## src/rtl/lsa_reset_sequencer.sv

```systemverilog
// Core reset sequencer: holds the core in reset, releases it, and watches its
// heartbeat, retrying a bounded number of times before locking out.
module lsa_reset_sequencer #(
  parameter int unsigned HOLD_CYCLES     = 128,
  parameter int unsigned WATCHDOG_CYCLES = 1048576,
  parameter int unsigned MAX_RESTARTS    = 3,
  parameter bit          AUTO_START      = 1'b1
) (
  input  logic       in_clock,
  input  logic       in_reset,
  input  logic       in_start,
  input  logic       in_stop,
  input  logic       in_activity,
  output logic       out_core_reset,
  output logic       out_running,
  output logic       out_fault,
  output logic [2:0] out_state,
  output logic [7:0] out_restart_count
);

  typedef enum logic [2:0] {
    ST_IDLE    = 3'd0,
    ST_HOLD    = 3'd1,
    ST_RUN     = 3'd2,
    ST_RETRY   = 3'd3,
    ST_LOCKOUT = 3'd4
  } state_e;

  localparam int unsigned HW = (HOLD_CYCLES > 1) ? $clog2(HOLD_CYCLES) : 1;
  localparam int unsigned WW = (WATCHDOG_CYCLES > 1) ? $clog2(WATCHDOG_CYCLES) : 1;
  localparam logic [HW-1:0] HOLD_LAST = HW'(HOLD_CYCLES - 1);
  localparam logic [WW-1:0] WD_LAST   = WW'(WATCHDOG_CYCLES - 1);
  localparam logic [7:0]    MAX_R     = 8'(MAX_RESTARTS);

  state_e        state_q, state_d;
  logic [HW-1:0] hold_q, hold_d;
  logic [WW-1:0] wd_q, wd_d;
  logic [7:0]    restart_q, restart_d;
  logic          act_prev_q, start_prev_q;
  logic          core_reset_q, running_q, fault_q;
  logic          activity, start_rise;

  always_comb begin
    state_d    = state_q;
    hold_d     = hold_q;
    wd_d       = wd_q;
    restart_d  = restart_q;
    activity   = in_activity ^ act_prev_q;
    start_rise = in_start & ~start_prev_q;
    case (state_q)
      ST_IDLE: begin
        if ((in_start || AUTO_START) && !in_stop) begin
          state_d   = ST_HOLD;
          hold_d    = '0;
          restart_d = '0;
        end
      end
      ST_HOLD: begin
        if (in_stop) begin
          state_d = ST_IDLE;
        end else if (hold_q == HOLD_LAST) begin
          state_d = ST_RUN;
          wd_d    = '0;
        end else begin
          hold_d = hold_q + 1'b1;
        end
      end
      ST_RUN: begin
        // With the watchdog disabled the counter simply parks at all-ones.
        if (in_stop) begin
          state_d = ST_IDLE;
        end else if (activity) begin
          wd_d = '0;
        end else if (WATCHDOG_CYCLES != 0 && wd_q == WD_LAST) begin
          state_d = ST_RETRY;
        end else if (wd_q != '1) begin
          wd_d = wd_q + 1'b1;
        end
      end
      ST_RETRY: begin
        if (in_stop) begin
          state_d = ST_IDLE;
        end else if (restart_q < MAX_R) begin
          restart_d = (restart_q == 8'hFF) ? restart_q : restart_q + 8'd1;
          state_d   = ST_HOLD;
          hold_d    = '0;
        end else begin
          state_d = ST_LOCKOUT;
        end
      end
      ST_LOCKOUT: begin
        if (start_rise && !in_stop) begin
          state_d   = ST_HOLD;
          hold_d    = '0;
          restart_d = '0;
        end
      end
      default: state_d = ST_IDLE;
    endcase
  end

  // Outputs are registered from the next state so reset drops on the first RUN cycle.
  always_ff @(posedge in_clock or posedge in_reset) begin
    if (in_reset) begin
      state_q      <= ST_IDLE;
      hold_q       <= '0;
      wd_q         <= '0;
      restart_q    <= '0;
      act_prev_q   <= 1'b0;
      start_prev_q <= 1'b0;
      core_reset_q <= 1'b1;
      running_q    <= 1'b0;
      fault_q      <= 1'b0;
    end else begin
      state_q      <= state_d;
      hold_q       <= hold_d;
      wd_q         <= wd_d;
      restart_q    <= restart_d;
      act_prev_q   <= in_activity;
      start_prev_q <= in_start;
      core_reset_q <= (state_d != ST_RUN);
      running_q    <= (state_d == ST_RUN);
      fault_q      <= (state_d == ST_LOCKOUT);
    end
  end

  assign out_core_reset    = core_reset_q;
  assign out_running       = running_q;
  assign out_fault         = fault_q;
  assign out_state         = state_q;
  assign out_restart_count = restart_q;

endmodule

```

## config.mk

```make
export PLATFORM = sky130hd
export DESIGN_NAME = lsa_reset_sequencer
export DESIGN_NICKNAME = d
export VERILOG_FILES = /design/src/rtl/lsa_reset_sequencer.sv
export SDC_FILE = /design/constraint.sdc
export NUM_CORES = 1
export LEC_CHECK = 0
export BUFFER_PORTS_ARGS = -buffer_cell sky130_fd_sc_hd__buf_2
export CORE_MARGIN = 3
export CORE_UTILIZATION = 60
export DETAILED_ROUTE_END_ITERATION = 12
export GPL_TIMING_DRIVEN = 0
export PLACE_DENSITY_LB_ADDON = 0.12
export SKIP_CTS_REPAIR_TIMING = 1
export SLEW_MARGIN = 30
export SYNTH_ARGS = -nofsm -noshare
export SYNTH_HDL_FRONTEND = slang
export SYNTH_SLANG_ARGS = --single-unit
```

## constraint.sdc

```tcl
create_clock -name in_clock -period 3.4 [get_ports in_clock]
set_clock_uncertainty 0.1 [all_clocks]
set_input_delay 0.51 -clock in_clock [delete_from_list [all_inputs] [get_ports in_clock]]
set_output_delay 0.51 -clock in_clock [all_outputs]
set_load 0.05 [all_outputs]
```

# --- After elaboration in Yosys (flattened, before gate mapping) ---
# Cells that the tools add are included.
op_classes:
  addsub: 3
  multipliers: 0
  div: 0
  order_cmp: 1
  eq_ne: 22
  shifts: 0
  muxes: 30
  bitwise: 3
  reduce_logical: 9
ops:
  columns: ["op", "n"]
  rows:
  - ["20-bit two-way mux", 6]
  - ["7-bit two-way mux", 6]
  - ["8-bit two-way mux", 5]
  - ["20-bit case mux with 2 select lines", 1]
  - ["7-bit case mux with 4 select lines", 1]
  - ["3-bit two-way mux", 9]
  - ["8-bit case mux with 3 select lines", 1]
  - ["20-bit by 1-bit adder with 20-bit output, second input constant", 1]
  - ["20-bit == test, second input constant", 1]
  - ["20-bit inequality test, second input constant", 1]
  - ["2-bit inequality test, second input constant", 9]
  - ["3-bit case mux with 5 select lines", 1]
  - ["6-bit AND reduction", 2]
  - ["3-bit by 2-bit == test with 1-bit output, second input constant", 3]
  - ["8-bit by 1-bit adder with 8-bit output, second input constant", 1]
  - ["8-bit == test, second input constant", 1]
  - ["8-bit by 2-bit < comparator with 1-bit output, second input constant", 1]
  - ["7-bit by 1-bit adder with 7-bit output, second input constant", 1]
  - ["7-bit == test, second input constant", 1]
  - ["7-bit AND reduction", 1]
  - ["3-bit == test, second input constant", 2]
  - ["3-bit inequality test, second input constant", 2]
  - ["4-bit nonzero test", 1]
  - ["3-bit by 1-bit == test with 1-bit output, second input constant", 1]
  - ["9 further kinds", 9]
totals:
  ff_bits: 43
  latch_bits: 0
  mem_bits_rw: 0
  rom_bits: 0
  inputBits: 5
  out_inout_bits: 14
  word_cells: 77
  memories: 0

# --- Logic depth before layout (Yosys ltp) ---
# Gate-level depths: netlist of run 1.
depth:
  depth_word: 6
  depth_mapped: 8
  mapped_depth_nobuf: 7

# --- Worst setup path before layout of run 1 ---
# No wires, ideal clock.
synth_path:
  kind: "register -> register"
  start: "register restart_q[0] (netlist: out_restart_count[0])"
  end: "register restart_q[0] (netlist: out_restart_count[0])"
  t_arrival_ns: 2.190
  required_time_ns: 3.175
  setup_slack_ns: 0.985
  path_stages_with_launch: 7
  period_less_slack_ns: 2.415
  path_cell_list: "dfrtp_1 -> ha_1 -> nor4_1 -> a21oi_1 -> a211oi_1 -> buf_2 -> mux2_2"
synth_via:
  elab_chain_len: 5
  word_cells_on_any_way: 10
synth_rtl:
  columns: ["item", "line_no", "rtl"]
  rows:
  - ["from (decl)", "38", "logic [7:0] restart_q, restart_d;"]
  - ["from (signal assigned)", "118", "restart_q <= restart_d;"]
  - ["8-bit by 1-bit adder with 8-bit output", "84", "restart_d = (restart_q == 8'hFF) ? restart_q : restart_q + 8'd1;"]
  - ["8-bit two-way mux", "84", null]
  - ["8-bit two-way mux", "83", "end else if (restart_q < MAX_R) begin"]
  - ["8-bit two-way mux", "81", "if (in_stop) begin"]
  - ["8-bit case mux with 3 select lines", "50", "case (state_q)"]
# Several ways; a longest one is shown, not always the timed one. The select of a mux whose other input is x is not followed.
# A chain may end at the register's enable or synchronous reset.

# --- Worst setup path after layout of run 1 ---
layout_path:
  start: "register state_q[2] (netlist: out_state[2])"
  end: "register state_q[0] (netlist: out_state[0])"
layout_via:
  elab_chain_len: 2
  word_cells_on_any_way: 6
layout_rtl:
  columns: ["item", "line_no", "rtl"]
  rows:
  - ["from (decl)", "35", "state_e state_q, state_d;"]
  - ["from (signal assigned)", "115", "state_q <= state_d;"]
  - ["3-bit == test, or another cell as far along", "50", null]
  - ["3-bit case mux with 5 select lines (*)", "50", null]
  - ["via state_d[0]", "35", null]
# The timed path passes the listed nets; every way through them passes the cells marked *.

==> results.yml, run 1 <==
run_status:
  outcome: "complete, no violations"
worst_setup_path:
  critPathSlowestCell: "sky130_fd_sc_hd__or4b_4"
  crit_path_start_kind: "flop"
  crit_type: "flop to flop"
  crit_fanout: 10
  timing.critical_path.arrival_ns: 2.59
  critical_path.endpoint_type: "flop"
  crit_required_ns: 3.46
  cp_slowest_stage_delay_ns: 0.60
  crit_chain: "or4b_4, nor4_2, buf_2, nor2_1, a221oi_1"
global_route:
  grt_pass1_vias: 1930
  grt_start_max_net_pins: 30
  antenna_found_initial: 0
  grt.total_usage_pct: 26.0
  global_route_wire_length_before_repair_um: 8930
  grt-ovfl-total: 0
layout:
  fin_cells: 304
  post_route_cells_drive_above_1_share_pct: 17.8
  n_antenna_cell: 0
  finalCoreUtilization_pct: 73.9
  area_growth_syn_to_layout_pct: 13.2
  finish.net_count: 265
synthesis:
  synth_cells: 231
  synth.cells.most_frequent: "sky130_fd_sc_hd__dfrtp_1 (42), sky130_fd_sc_hd__nor2_1 (17), sky130_fd_sc_hd__o31ai_1 (17)"
  synth-seq-cells: 43
  yosysUniqueCellTypes: 51
  synth.top_cells.by_area: "sky130_fd_sc_hd__dfrtp_1 (46%), sky130_fd_sc_hd__o31ai_1 (5.6%), sky130_fd_sc_hd__or4_1 (3.3%)"
  synth_warnings: 0
  postSynthNetCount: 239
  synth_edf_count: 0
  synthDominantAreaCellType: "sky130_fd_sc_hd__dfrtp_1"
  netlist.area_leader.share_pct: 46.1
  synthesized_area_per_cell_um2: 9.88
  top_ff_cell_synth: "sky130_fd_sc_hd__dfrtp_1"
  yosys.cell_count.top_type: "sky130_fd_sc_hd__dfrtp_1"
  synth_sequential_area_ratio_pct: 47.2
  post_synthesis_cell_area_um2: 2280
  ys_async_sr_fraction_pct: 100
sta:
  grt_setup_unrepaired: "no"
  fin_crit_sh_pct: 74.3
  post-route-min-period_ns: 2.53
  finalMaxSlewViolations: 0
  hold_violations: 0
  clock.fmax_mhz: 396
  setup_viol: 0
  setup_total_negative_slack_ns: 0
  max_slew_margin_pct: 62.8
  worst_pin_slew_ns: 0.558
power:
  power_density_nw_per_um2: 402
  vdd_drop_max_mv: 0.262
  p_leak_nw: 1.17
floorplanning:
  die_w_um: 67.7
  i_o_pin_cnt: 19
  fp.dieArea_um2: 4580
  floorplan.die.height_um: 67.7
  floorplan.core_area_um2: 3490
  floorplan.initialDensity_pct: 65.3
  row_count: 21
placement:
  port-buffer-count: 18
  post-dp-hpwl_um: 3520
  place.detailed.instances: 296
  gp_routability_congestion: 0.823
cts:
  cts_inserted_buffers: 5
  cts_tree: "yes"
  clock_latency_ns: 0.30
  h-tree-depth: 2
  clock_sink_count: 43
  cts.reportedPaths.clkPinSlew_ns: 0.08
  cts.root.buffer_cell: "sky130_fd_sc_hd__clkbuf_8"
  cts-root-to-sink-buffers: 2
route:
  wl_per_cell_um: 16.8
  initialDrtViolationCount: 161
  avgViaCountPerCell: 6.43
  detailed_routing_iterations_pass_1: 4
  antenna_viol_nets_final: 0
  dr_total_vias: 1956
  wl_um: 5110
  drc_errors: 0
hold_path:
  type_of_the_most_critical_hold_path: "primary input to async pin"
flow_run:
  max_cap_violations: 0
per-stage QoR:
stage	cell area (µm²)	power [mW]	setup WS, ns	hold slack [ns]
detailed placement	2450	0.577	0.795	0.390
CTS	2580	1.05	0.931	0.0654
global placement	2430	0.573	0.789	0.373
floorplan	2280	0.561	0.985	0.348
global route	2580	1.07	0.720	0.0812
finish	2580	1.04	0.873	0.0674
kinds of logic after synthesis:
kind of cell / count (synthesis) / synth area share, %
and+or+nand+nor: 102 / 26.3
adders and majority gates: 3 / 1.64
AOI/OAI and AO/OA: 55 / 16.8
xor gates and xnor gates: 4 / 1.54
DFF: 43 / 47.2
muxes: 5 / 2.36
buffers and inverters: 19 / 4.22
layer usage:
| metal | vias up | share of wire, % | global-route usage, % |
|---|---|---|---|
| met5 | - | 0 | 0 |
| li1 | 928 | - | - |
| met4 | 0 | 1.2 | 9.37 |
| met3 | 8 | 3.6 | 5.82 |
| met1 | 980 | 44 | 32.1 |
| met2 | 40 | 51 | 44.1 |
path summary, 6_finish.rpt:
| path | startpoint | to | slack (ns) | cells past startpoint |
|---|---|---|---|---|
| setup / recovery | out_state[2] | out_state[0] | 0.87 | 5 |
| hold / removal | in_reset | wd_q[15] | 0.07 | 2 |
| setup reg to reg | out_state[2] | out_state[0] | 0.87 | 5 |
| hold reg to reg | wd_q[5] | wd_q[5] | 0.40 | 1 |
| max in group asynchronous | in_reset | wd_q[7] | 2.67 | 3 |
| min in group in_clock | in_activity | act_prev_q | 0.23 | 1 |
placed cells by master (no fill, tap or decap), types with 2 or more instances in the layout:
master,synthesis,routed
sky130_fd_sc_hd__mux2i_1,2,2
sky130_fd_sc_hd__nor2b_1,6,6
sky130_fd_sc_hd__nor3_1,2,2
sky130_fd_sc_hd__clkbuf_8,0,5
sky130_fd_sc_hd__inv_1,10,9
sky130_fd_sc_hd__nand3_1,14,14
sky130_fd_sc_hd__nand2b_1,4,4
sky130_fd_sc_hd__mux2_2,3,3
sky130_fd_sc_hd__a21oi_1,14,14
sky130_fd_sc_hd__clkbuf_1,1,2
sky130_fd_sc_hd__and2_1,3,3
sky130_fd_sc_hd__nor4_1,6,6
sky130_fd_sc_hd__o21ai_0,4,4
sky130_fd_sc_hd__nand4_1,6,6
sky130_fd_sc_hd__a31oi_1,4,4
sky130_fd_sc_hd__dfrtp_1,42,42
sky130_fd_sc_hd__o21a_1,3,3
sky130_fd_sc_hd__ha_1,3,3
sky130_fd_sc_hd__bufinv_16,0,2
sky130_fd_sc_hd__buf_2,4,22
sky130_fd_sc_hd__nand3b_1,4,4
sky130_fd_sc_hd__or4_1,10,10
sky130_fd_sc_hd__xnor2_1,3,3
sky130_fd_sc_hd__nor2_1,17,17
sky130_fd_sc_hd__and4_1,5,5
sky130_fd_sc_hd__and3_1,5,5
sky130_fd_sc_hd__o31a_1,2,2
sky130_fd_sc_hd__o31ai_1,17,17
sky130_fd_sc_hd__nand2_1,12,12
sky130_fd_sc_hd__buf_4,2,2
area by class of cell:
| class | count | area [µm²] |
|---|---|---|
| plain buffers | 9 | 58.8 |
| clock buffers | 6 | 72.6 |
| clock inverters | 2 | 60.1 |
| fillers | 262 | 912 |
| inverters | 10 | 37.5 |
| multi-input cells | 169 | 1110 |
| flip-flops and latches | 43 | 1080 |
| well taps | 46 | 57.6 |
| repair buffers | 19 | 110 |
state kept, by name, summed over array words and instances, names as in the netlist:
signal	count
out_fault	1
out_state	3
out_core_reset	1
out_restart_count	8
start_prev_q	1
hold_q	7
act_prev_q	1
wd_q	20
out_running	1
report_power, final:
group	switching [mW]	total [mW]	internal, mW
combinational	0.0282	0.0425	0.0143
clock	0.177	0.470	0.294
sequential	0.00687	0.525	0.518
total	0.212	1.04	0.825
worst max-delay path: cells and delay by family (launching register included):
kind	cells	cell delay [ns]
buffers and inverters	1	0.31
and+or+nand+nor	3	1.08
DFF	1	0.48
AOI/OAI and AO/OA	1	0.41
Power figures use the tool's default switching activity.
==> run 2, diff against run 1 <==
- CORE_UTILIZATION: 60 -> 59
- clock period: 3.4 -> 2.5 ns (I/O delays scaled with it)
==> run 2 against run 1 <==
Effect of this change: worst setup slack worse by 0.70 ns; register-to-register slack got worse by 0.70 ns; via count decreased by 0.31%; first-iteration DRC count down 13%; sequential share of layout area decreased by 0.28 points; sequential power rose by 36%; global-route usage fell by 2.2 points; final cell count grew 0.33%; clock power grew 4%; core utilization decreased by 0.054 points; critical endpoint is now wd_q[8]; highest routed layer unchanged.
==> results.yml, run 2 (synthesis results as in run 1) <==
layout:
  layout_commonest_cell: "sky130_fd_sc_hd__dfrtp_1"
  area_taken_by_multi_input_logic_gates_um2: 1150
  fin_cells: 305
  finish.net_count: 266
  post_route_cells_drive_above_1_share_pct: 19.7
  finalCoreUtilization_pct: 73.8
  nFillCells: 276
  commonest_cells_after_routing_fill_and_taps_aside: "sky130_fd_sc_hd__dfrtp_1 (42), sky130_fd_sc_hd__buf_2 (22), sky130_fd_sc_hd__nor2_1 (17), sky130_fd_sc_hd__o31ai_1 (17), sky130_fd_sc_hd__nand3_1 (14)"
  area_growth_syn_to_layout_pct: 13.9
  regMostFlops: "wd_q"
  largest_reg_flops: 20
  n_antenna_cell: 0
  post-route-cell-area_um2: 2600
  area.sequential_um2: 1080
sta:
  worst_pin_slew_ns: 0.560
  post-route-min-period_ns: 2.33
  fin_crit_sh_pct: 93.2
  finalMaxSlewViolations: 0
  setup_total_negative_slack_ns: 0
  finalHoldWorstSlack_ns: 0.113
  postLayoutSetupSlackWorst_ns: 0.169
  hold_violations: 0
  grt_setup_unrepaired: "no"
  setup_viol: 0
  clock.fmax_mhz: 429
  max_slew_margin_pct: 62.4
placement:
  dpl_cell_area_um2: 2450
  post-dp-hpwl_um: 3380
  place_worst_setup_slack_ns: 0.0220
  place.detailed.instances: 296
  port-buffer-count: 18
  gp_routability_congestion: 0.845
global_route:
  grt_pass1_vias: 1780
  antenna_found_initial: 0
  grt-ovfl-total: 0
  grt.total_usage_pct: 23.8
  grt_start_max_net_pins: 32
  global_route_wire_length_before_repair_um: 8290
worst_setup_path:
  crit_required_ns: 2.61
  crit_fanout: 10
  r2r_setup_slack_ns: 0.17
  critPathTopFamily: "simple AND/OR/NAND/NOR gates"
  cp_slowest_stage_delay_ns: 0.53
  crit_start: "act_prev_q"
  crit_path_start_kind: "flop"
  crit_chain: "xor2_1, or4b_4, nor4_4, buf_2, buf_4, o31ai_1, a21oi_1"
  regToRegStartpoint: "act_prev_q"
  critical_path.endpoint_type: "flop"
  crit_type: "flop to flop"
  critPathSlowestCell: "sky130_fd_sc_hd__or4b_4"
  timing.critical_path.arrival_ns: 2.44
  reg2regPathDepth: 7
  cp.buffers_inverters: 2
  worstReg2RegEnd: "wd_q[8]"
power:
  vdd_drop_max_mv: 0.341
  p_leak_nw: 1.18
  design_power_total_mw: 1.26
  power_density_nw_per_um2: 485
route:
  avgViaCountPerCell: 6.39
  antenna_viol_nets_final: 0
  detailed_routing_iterations_pass_1: 4
  initialDrtViolationCount: 140
  wl_per_cell_um: 16.2
  drc_errors: 0
  dr_total_vias: 1950
  wl_um: 4950
floorplanning:
  floorplan.initialDensity_pct: 64.8
  floorplan.die.height_um: 68.2
  fp.dieArea_um2: 4650
  floorplan.core_area_um2: 3520
  row_count: 21
  i_o_pin_cnt: 19
  die_w_um: 68.2
hold_path:
  type_of_the_most_critical_hold_path: "primary input to flop"
  min_to: "act_prev_q"
  min_path_cells: 1
  worstHoldStart: "in_activity"
cts:
  clock_sink_count: 43
  cts_inserted_buffers: 5
  cts-root-to-sink-buffers: 2
  cts_tree: "yes"
  cts.root.buffer_cell: "sky130_fd_sc_hd__clkbuf_8"
  cts.reportedPaths.clkPinSlew_ns: 0.08
  h-tree-depth: 2
  clock_latency_ns: 0.30
flow_run:
  max_cap_violations: 0
run_status:
  outcome: "complete, no violations"
-- run 2: worst max path at each step --
stage / end / slack, ns / cells after the start
after floorplan: out_restart_count[0] / 0.09 / 6
after global placement: wd_q[8] / 0.04 / 8
after detailed placement: wd_q[8] / 0.02 / 8
after CTS: out_restart_count[1] / 0.03 / 6
after global routing: wd_q[3] / 0.02 / 8
final: wd_q[8] / 0.17 / 7
-- run 2: area by class of cell --
cell class              instances  share of cell area [%]
plain buffers                   9                    2.31
inverters                      10                    1.44
clock buffers                   8                    3.85
multi-input cells             169                    44.1
well taps                      46                    2.21
flip-flops and latches         43                    41.4
repair buffers                 20                    4.62
-- run 2: power by group --
| part | total (mW) | leakage, nW | internal, mW | switching [mW] |
|---|---|---|---|---|
| combinational | 0.0596 | 0.549 | 0.0208 | 0.0388 |
| clock | 0.489 | 0.0515 | 0.252 | 0.237 |
| sequential | 0.713 | 0.583 | 0.704 | 0.00914 |
| total | 1.26 | 1.18 | 0.977 | 0.285 |
-- run 2: worst register-to-register path, cell delays in order (launching register included) --
cell                      delay, ns
sky130_fd_sc_hd__dfrtp_1       0.40
sky130_fd_sc_hd__xor2_1        0.17
sky130_fd_sc_hd__or4b_4        0.53
sky130_fd_sc_hd__nor4_4        0.34
sky130_fd_sc_hd__buf_2         0.27
sky130_fd_sc_hd__buf_4         0.22
sky130_fd_sc_hd__o31ai_1       0.09
sky130_fd_sc_hd__a21oi_1       0.14
-- run 2: routing by layer --
metal	share of wire (%)	GRT usage, %	up-vias
li1	-	-	931
met1	44	30.7	963
met2	50	40.7	49
met3	4.9	4.43	7
met4	1.2	6.70	0
met5	0	0	-
==> run 3, diff against run 2 <==
- CELL_PAD_IN_SITES_DETAIL_PLACEMENT: not set -> 1
- CELL_PAD_IN_SITES_GLOBAL_PLACEMENT: not set -> 1
- CORE_UTILIZATION: 59 -> 46
==> run 3 against run 2 <==
Effect of this change: global-route usage shrank 2.4 points; hold slack worse by 0.011 ns; clock power shrank 11%; wire length increased by 18%.
==> results.yml, run 3 (synthesis results as in run 1) <==
layout:
  area.sequential_um2: 1080
  area_taken_by_multi_input_logic_gates_um2: 1150
  finish.net_count: 268
  regMostFlops: "wd_q"
  area_growth_syn_to_layout_pct: 15.1
  nFillCells: 537
  commonest_cells_after_routing_fill_and_taps_aside: "sky130_fd_sc_hd__dfrtp_1 (42), sky130_fd_sc_hd__buf_2 (20), sky130_fd_sc_hd__nor2_1 (17)"
  post-route-cell-area_um2: 2630
  n_antenna_cell: 0
  post_route_cells_drive_above_1_share_pct: 20.3
  largest_reg_flops: 20
  fin_cells: 326
  layout_commonest_cell: "sky130_fd_sc_hd__dfrtp_1"
  finalCoreUtilization_pct: 57.5
cts:
  h-tree-depth: 2
  clock_latency_ns: 0.30
  clock_sink_count: 43
  cts_inserted_buffers: 5
  cts.reportedPaths.clkPinSlew_ns: 0.08
  cts_tree: "yes"
  cts.root.buffer_cell: "sky130_fd_sc_hd__clkbuf_8"
  cts-root-to-sink-buffers: 2
global_route:
  grt.total_usage_pct: 21.4
  antenna_found_initial: 0
  global_route_wire_length_before_repair_um: 10200
  grt_pass1_vias: 2073
  grt_start_max_net_pins: 30
  grt-ovfl-total: 0
hold_path:
  min_to: "start_prev_q"
  worstHoldStart: "in_start"
  min_path_cells: 1
  type_of_the_most_critical_hold_path: "primary input to flop"
worst_setup_path:
  crit_fanout: 10
  crit_required_ns: 2.58
  reg2regPathDepth: 6
  crit_start: "out_restart_count[0]"
  critical_path.endpoint_type: "flop"
  r2r_setup_slack_ns: 0.14
  timing.critical_path.arrival_ns: 2.45
  crit_path_start_kind: "flop"
  crit_type: "flop to flop"
  regToRegStartpoint: "out_restart_count[0]"
  worstReg2RegEnd: "out_restart_count[1]"
route:
  antenna_viol_nets_final: 0
  drc_errors: 0
  dr_total_vias: 1993
  detailed_routing_iterations_pass_1: 5
  avgViaCountPerCell: 6.11
  wl_per_cell_um: 17.9
  wl_um: 5830
  initialDrtViolationCount: 112
sta:
  worst_pin_slew_ns: 0.537
  finalHoldWorstSlack_ns: 0.102
  fin_crit_sh_pct: 94.5
  finalMaxSlewViolations: 0
  clock.fmax_mhz: 423
  setup_viol: 0
  setup_total_negative_slack_ns: 0
  max_slew_margin_pct: 63.9
  postLayoutSetupSlackWorst_ns: 0.138
  hold_violations: 0
  post-route-min-period_ns: 2.36
power:
  p_leak_nw: 1.18
  power_density_nw_per_um2: 461
  share_clk_of_total_power_pct: 35.9
  switching_power_mw: 0.289
  vdd_drop_max_mv: 0.289
  cell_internal_pwr_mw: 0.923
  design_power_total_mw: 1.21
  sequentialPowerShare_pct: 58.9
  swShare_pct: 23.8
  combinationalPowerShare_pct: 5.3
floorplanning:
  floorplan.core_area_um2: 4560
  row_count: 24
  i_o_pin_cnt: 19
  fp.dieArea_um2: 5840
  floorplan.die.height_um: 76.4
  floorplan.initialDensity_pct: 50.0
  die_w_um: 76.4
placement:
  gp_routability_congestion: 0.814
  port-buffer-count: 18
  post-dp-hpwl_um: 4090
  place_worst_setup_slack_ns: -0.191
  place.detailed.instances: 315
  dpl_cell_area_um2: 2470
flow_run:
  max_cap_violations: 0
run_status:
  outcome: "complete, no violations"
## run 3: cell count changes in the layout (fill, tap and decap cells not counted), sizes merged
cell,change
buf,+1
clkinv,+1
## run 3: cell type report
cell class,instances,area share (%)
Clock inverter,1,0.191
Clock buffer,7,2.91
Multi-Input combinational cell,169,43.7
Sequential cell,43,41.0
Inverter,10,1.43
Tap cell,65,3.10
Buffer,9,2.48
Timing Repair Buffer,22,5.15
## run 3: how the worst max path moves through the flow
| stage | to | slack, ns | cells after the start |
|---|---|---|---|
| 2_1_floorplan | out_restart_count[0] | 0.09 | 6 |
| 3_3_place_gp | out_restart_count[1] | -0.15 | 6 |
| 3_5_place_dp | out_restart_count[1] | -0.19 | 6 |
| 4_1_cts | out_restart_count[1] | -0.27 | 6 |
| 5_1_grt | out_restart_count[1] | -0.004 | 5 |
| 6_report | out_restart_count[1] | 0.14 | 6 |
## run 3: power by group through the flow
stage / logic, mW / registers (mW) / clock network [mW]
floorplan: 0.0358 / 0.727 / 0
global placement: 0.0550 / 0.726 / 0
detailed placement: 0.0620 / 0.727 / 0
CTS: 0.0622 / 0.713 / 0.449
global route: 0.0728 / 0.714 / 0.488
finish: 0.0639 / 0.713 / 0.434
## run 3: per-layer routing
layer	global-route usage [%]	vias to the layer above	share of wire [%]
li1	-	934	-
met1	29.5	1009	48
met2	34.2	43	48
met3	4.37	7	3.4
met4	6.16	0	1.1
met5	0	-	0
## run 3: critical path: stages, from the launching register on
cell	delay, ns
sky130_fd_sc_hd__dfrtp_1	0.43
sky130_fd_sc_hd__ha_1	0.25
sky130_fd_sc_hd__and3_1	0.23
sky130_fd_sc_hd__a311o_1	0.31
sky130_fd_sc_hd__a211oi_2	0.29
sky130_fd_sc_hd__clkbuf_4	0.28
sky130_fd_sc_hd__mux2_2	0.35
